===== config.mk =====
export PLATFORM = sky130hd
export DESIGN_NAME = medida_tx_sequencer
export DESIGN_NICKNAME = d
export VERILOG_FILES = /design/src/rtl/trena_pkg.sv /design/src/rtl/bcd_para_ascii.sv /design/src/rtl/medida_tx_sequencer.sv
export SDC_FILE = /design/constraint.sdc
export NUM_CORES = 1
export LEC_CHECK = 0
export BUFFER_PORTS_ARGS = -buffer_cell sky130_fd_sc_hd__buf_4
export CAP_MARGIN = 20
export CORE_ASPECT_RATIO = 0.8
export CORE_UTILIZATION = 30
export CTS_CLUSTER_DIAMETER = 80
export DETAILED_ROUTE_END_ITERATION = 10
export PLACE_DENSITY = 0.44
export SLEW_MARGIN = 30
export SYNTH_ARGS = -nofsm -noshare
export SYNTH_HDL_FRONTEND = slang
export SYNTH_SLANG_ARGS = --single-unit

===== constraint.sdc =====
create_clock -name clock -period 2.9 [get_ports clock]
set_input_delay 0.435 -clock clock [delete_from_list [all_inputs] [get_ports clock]]
set_output_delay 0.435 -clock clock [all_outputs]
set_load 0.05 [all_outputs]

===== src/rtl/trena_pkg.sv =====
// Shared definitions for the trena measurement path: sequencer state codes
// and the ASCII characters used in the serial report.
package trena_pkg;

    typedef enum logic [3:0] {
        INICIAL       = 4'd0,
        DISPARA       = 4'd1,
        ESPERA_MEDIDA = 4'd2,
        ARMAZENA      = 4'd3,
        TRANSMITE     = 4'd4,
        ESPERA_TX     = 4'd5,
        PROXIMO       = 4'd6,
        FINAL         = 4'd7
    } estado_t;

    localparam logic [6:0] ASCII_HASH     = 7'h23;
    localparam logic [6:0] ASCII_TRACO    = 7'h2D;
    localparam logic [6:0] ASCII_INTERROG = 7'h3F;
    localparam logic [6:0] ASCII_ZERO     = 7'h30;

endpackage


===== src/rtl/bcd_para_ascii.sv =====
// Converts one BCD digit to its 7-bit ASCII character; non-decimal nibbles
// are reported as '?'.
module bcd_para_ascii
    import trena_pkg::*;
(
    input  logic [3:0] bcd,
    output logic [6:0] ascii
);

    always_comb begin
        if (bcd <= 4'd9) begin
            ascii = {ASCII_ZERO[6:4], bcd};
        end else begin
            ascii = ASCII_INTERROG;
        end
    end

endmodule


===== src/rtl/medida_tx_sequencer.sv =====
// Trena controller: triggers one HC-SR04 measurement per mensurar pulse and
// reports the 3-digit result over tx_serial_7O1 as "<c><d><u>#".
module medida_tx_sequencer
    import trena_pkg::*;
#(
    parameter int TIMEOUT_CICLOS  = 3000000,
    parameter int LARGURA_TIMEOUT = 22
) (
    input  logic        clock,
    input  logic        reset,
    input  logic        mensurar,
    input  logic        medida_pronto,
    input  logic [11:0] medida,
    input  logic        tx_pronto,
    output logic        sensor_mensurar,
    output logic        tx_partida,
    output logic [6:0]  tx_dados_ascii,
    output logic        pronto,
    output logic        erro,
    output logic [3:0]  db_estado
);

    localparam logic [LARGURA_TIMEOUT-1:0] LIMITE = LARGURA_TIMEOUT'(TIMEOUT_CICLOS - 1);

    estado_t estado, proximo;

    logic [LARGURA_TIMEOUT-1:0] contador;
    logic [1:0] indice, indice_prox;
    logic [6:0] car_centena, car_dezena, car_unidade;
    logic [6:0] asc_centena, asc_dezena, asc_unidade;
    logic [6:0] car_sel;
    logic       limite_atingido;

    bcd_para_ascii u_conv_centena (.bcd(medida[11:8]), .ascii(asc_centena));
    bcd_para_ascii u_conv_dezena  (.bcd(medida[7:4]),  .ascii(asc_dezena));
    bcd_para_ascii u_conv_unidade (.bcd(medida[3:0]),  .ascii(asc_unidade));

    assign limite_atingido = (contador == LIMITE);
    assign db_estado       = estado;

    always_ff @(posedge clock or posedge reset) begin
        if (reset) begin
            estado <= INICIAL;
        end else begin
            estado <= proximo;
        end
    end

    always_comb begin
        proximo         = estado;
        indice_prox     = indice;
        sensor_mensurar = 1'b0;
        tx_partida      = 1'b0;
        pronto          = 1'b0;
        case (estado)
            INICIAL: begin
                if (mensurar) proximo = DISPARA;
            end
            DISPARA: begin
                sensor_mensurar = 1'b1;
                proximo         = ESPERA_MEDIDA;
            end
            ESPERA_MEDIDA: begin
                if (medida_pronto || limite_atingido) proximo = ARMAZENA;
            end
            ARMAZENA: begin
                indice_prox = 2'd0;
                proximo     = TRANSMITE;
            end
            TRANSMITE: begin
                tx_partida = 1'b1;
                proximo    = ESPERA_TX;
            end
            ESPERA_TX: begin
                if (tx_pronto) proximo = PROXIMO;
            end
            PROXIMO: begin
                if (indice == 2'd3) begin
                    proximo = FINAL;
                end else begin
                    indice_prox = indice + 2'd1;
                    proximo     = TRANSMITE;
                end
            end
            FINAL: begin
                pronto  = 1'b1;
                proximo = INICIAL;
            end
            default: proximo = INICIAL;
        endcase
    end

    // Selected from the next index so the character is already registered
    // on the first cycle of TRANSMITE.
    always_comb begin
        case (indice_prox)
            2'd0:    car_sel = car_centena;
            2'd1:    car_sel = car_dezena;
            2'd2:    car_sel = car_unidade;
            default: car_sel = ASCII_HASH;
        endcase
    end

    always_ff @(posedge clock or posedge reset) begin
        if (reset) begin
            contador       <= '0;
            indice         <= '0;
            car_centena    <= '0;
            car_dezena     <= '0;
            car_unidade    <= '0;
            erro           <= 1'b0;
            tx_dados_ascii <= '0;
        end else begin
            indice <= indice_prox;

            if (estado == DISPARA) begin
                contador <= '0;
            end else if (estado == ESPERA_MEDIDA) begin
                contador <= contador + 1'b1;
            end

            if (estado == INICIAL && mensurar) begin
                erro <= 1'b0;
            end

            // A result arriving on the timeout cycle takes priority.
            if (estado == ESPERA_MEDIDA) begin
                if (medida_pronto) begin
                    car_centena <= asc_centena;
                    car_dezena  <= asc_dezena;
                    car_unidade <= asc_unidade;
                end else if (limite_atingido) begin
                    erro        <= 1'b1;
                    car_centena <= ASCII_TRACO;
                    car_dezena  <= ASCII_TRACO;
                    car_unidade <= ASCII_TRACO;
                end
            end

            if (proximo == TRANSMITE) begin
                tx_dados_ascii <= car_sel;
            end
        end
    end

endmodule


==> impl_metrics.tcl <==
set metrics [dict create \
    status "complete, no violations" \
    worstSkewPairLatency_ns 0.30 \
    synth_async_sr_flop_share_pct 100 \
    drc 0 \
    finalHoldViolCount 0 \
    synth_simple_gate_area_share_pct 23.6 \
    cts_made_buffers 5 \
    postSynthCellCount 262 \
    maxSlewViolCount 0 \
    vias 2073 \
    avgSynthCellArea_sq_um 9.65 \
    p_leak_nw 1.28 \
    ys_warn_count 0 \
    antenna_cells 0 \
    fp-row-count 29 \
    ctsLongestPathBuffers 2 \
    grt_pass1_wl_mm 10.5 \
    placed_area_sq_um 2880 \
    fin_nets 312 \
    synth-compound-area-share_pct 20.7 \
    grt_start_max_net_pins 31 \
    slew_headroom_pct 56.4 \
    cts.sinks 49 \
    synthAdderAreaFrac_pct 0.495 \
    yosys-top-cells-area "dfrtp_1 48%, nand2_1 4.0%, o21ai_0 3.6%" \
    portBuffers 30 \
    setup_viol 0 \
    fin_crit_sh_pct 90.5 \
    grt_pass1_vias 1971 \
    finalClockSkew_ns 0.0113 \
    syn_area_sq_um 2530 \
    area_growth_pct 16.8 \
    fp.dieH_microns 84.1 \
    clock-root-buffer "clkbuf_8" \
    detail_route.wl_per_cell_microns 15.2 \
    min_path_type "in2async" \
    tns_ns 0 \
    antenna_found_initial 0 \
    initial_core_util_pct 31.4 \
    cts_setup_buffers 0 \
    worst-endpoint-arrival_ns 2.86 \
    htree_levels 2 \
    placed_cells_incl_taps 395 \
    timing.critical_path.from_type "register" \
    first_pass_iters 4 \
    crit_type "reg2reg" \
    cts_resized 0 \
    whs_ns 0.223 \
    grt.overflow.total 0 \
    worst_slew_pin_slew_ns 0.653 \
    synth_mux_area_share_pct 1.58 \
    grt_util_all_layers_pct 14.9 \
    final_area_sq_um 2950 \
    synth_top_family_by_area "simple AND/OR/NAND/NOR gates" \
    synth_seq_cells 49 \
    postCtsHoldBufs 0 \
    place_congestion 0.749 \
    synth_xor_area_share_pct 1.04 \
    rsz0062_at_grt "no" \
    cp_max_fo 14 \
    cts_tree "done" \
    wirelength_mm 6.09 \
    synth-edff-count 0 \
    io_pins 32 \
    dieArea_sq_um 8800 \
    synth.distinct_cells 52 \
    clk_pin_slew_ns 0.09 \
    layout-drive-gt1-share_pct 19.1 \
    ir_drop_mv 0.371 \
    worst-endpoint-required_ns 3.13 \
    synth_top_area_share_pct 48.5 \
    synth_top_area_cell "dfrtp_1" \
    die_w_microns 105 \
    maxCapViolations 0 \
    synth_top_flop_cell "dfrtp_1" \
    yosysSeqAreaShare_pct 48.5 \
    min_period_ns 2.62 \
    clock.fmax_ghz 0.381 \
    finalPower_mw 1.84 \
    instances_no_fill 401 \
    ant_nets 0 \
    core_sq_um 8060 \
    powerDensity_nw_per_um2 623 \
    viasPerCell 5.17 \
    drt_iter0_markers 150 \
    r2r_cells 5 \
    endpoint_kind "register" \
    dp_hpwl_mm 4.35 \
]
[cell usage after synthesis, types with 4 or more instances]
master     n
dfrtp_1   49
nand2_1   27
nor2_1    20
o21ai_0   18
nand3_1   17
a21oi_1   16
clkbuf_1   7
inv_1      7
a211oi_1   6
o31ai_1    6
a31oi_1    4
buf_2      4
mux2i_1    4
nand2b_1   4
nand4_1    4
o211ai_1   4
o21a_1     4
[cells in the final DEF (no fill, tap or decap), types with 6 or more instances in the layout]
cell	n
nor2_1	20
nand3_1	17
o31ai_1	6
a211oi_1	6
dfrtp_1	49
nand2_1	27
o21ai_0	18
a21oi_1	16
buf_4	38
inv_1	6
[layout make-up]
class                   count  area (sq um)
inverters                   7          26.3
well taps                 108           135
repair buffers             38           285
clock buffers               5          68.8
flip-flops and latches     49          1230
clock inverters             1          5.00
multi-input cells         193          1210
fillers                   852          5100
[layer usage]
layer / vias to the layer above / global-route usage [%] / routed length (microns)
met1: 987 / 24.2 / 3270
met3: 2 / 3.20 / 360
met5: - / 0 / 0
met4: 0 / 3.07 / 2
met2: 51 / 19.8 / 2460
li1: 1033 / - / -
[logic make-up after synthesis]
kind of cell	after synthesis
compound gates	79
other cells	1
buf+inv	21
fa+ha+maj	1
xor+xnor	3
mux	4
simple gates	104
flops	49
[worst max-delay path: stages, from the launching register on]
cell     delay, ns
dfrtp_1       0.59
or4b_1        0.63
nor4_4        0.41
nand4_2       0.39
nand2_1       0.34
o32a_1        0.20
[state kept, by name, indices dropped and copies added (netlist names)]
signal and flops:
db_estado 4, erro 1, car_centena 5, contador 22, tx_dados_ascii 6, car_unidade 5
indice 2, car_dezena 4
[stage by stage]
stage / setup WS [ns] / utilization, %
4_1_cts: 0.273 / 36.7
6_report: 0.276 / 36.7
3_5_place_dp: 0.276 / 35.8
3_3_place_gp: 0.421 / 35.8
2_1_floorplan: 0.403 / -
5_1_grt: 0.0917 / 36.7
[worst paths after layout]
path	startpoint	to	slack [ns]
max	db_estado[1]	car_centena[0]	0.28
min	reset	contador[9]	0.22
max reg2reg	db_estado[1]	car_centena[0]	0.28
min reg2reg	contador[21]	contador[21]	0.48
max in group asynchronous	reset	db_estado[3]	2.06
min in group clock	medida_pronto	erro	0.34
[report_power, final]
part           total (mW)  switching [mW]  internal, mW
registers           0.915          0.0952         0.820
logic               0.549           0.347         0.202
clock network       0.377           0.218         0.159
Note: power is estimated with default switching activity, not from simulation.
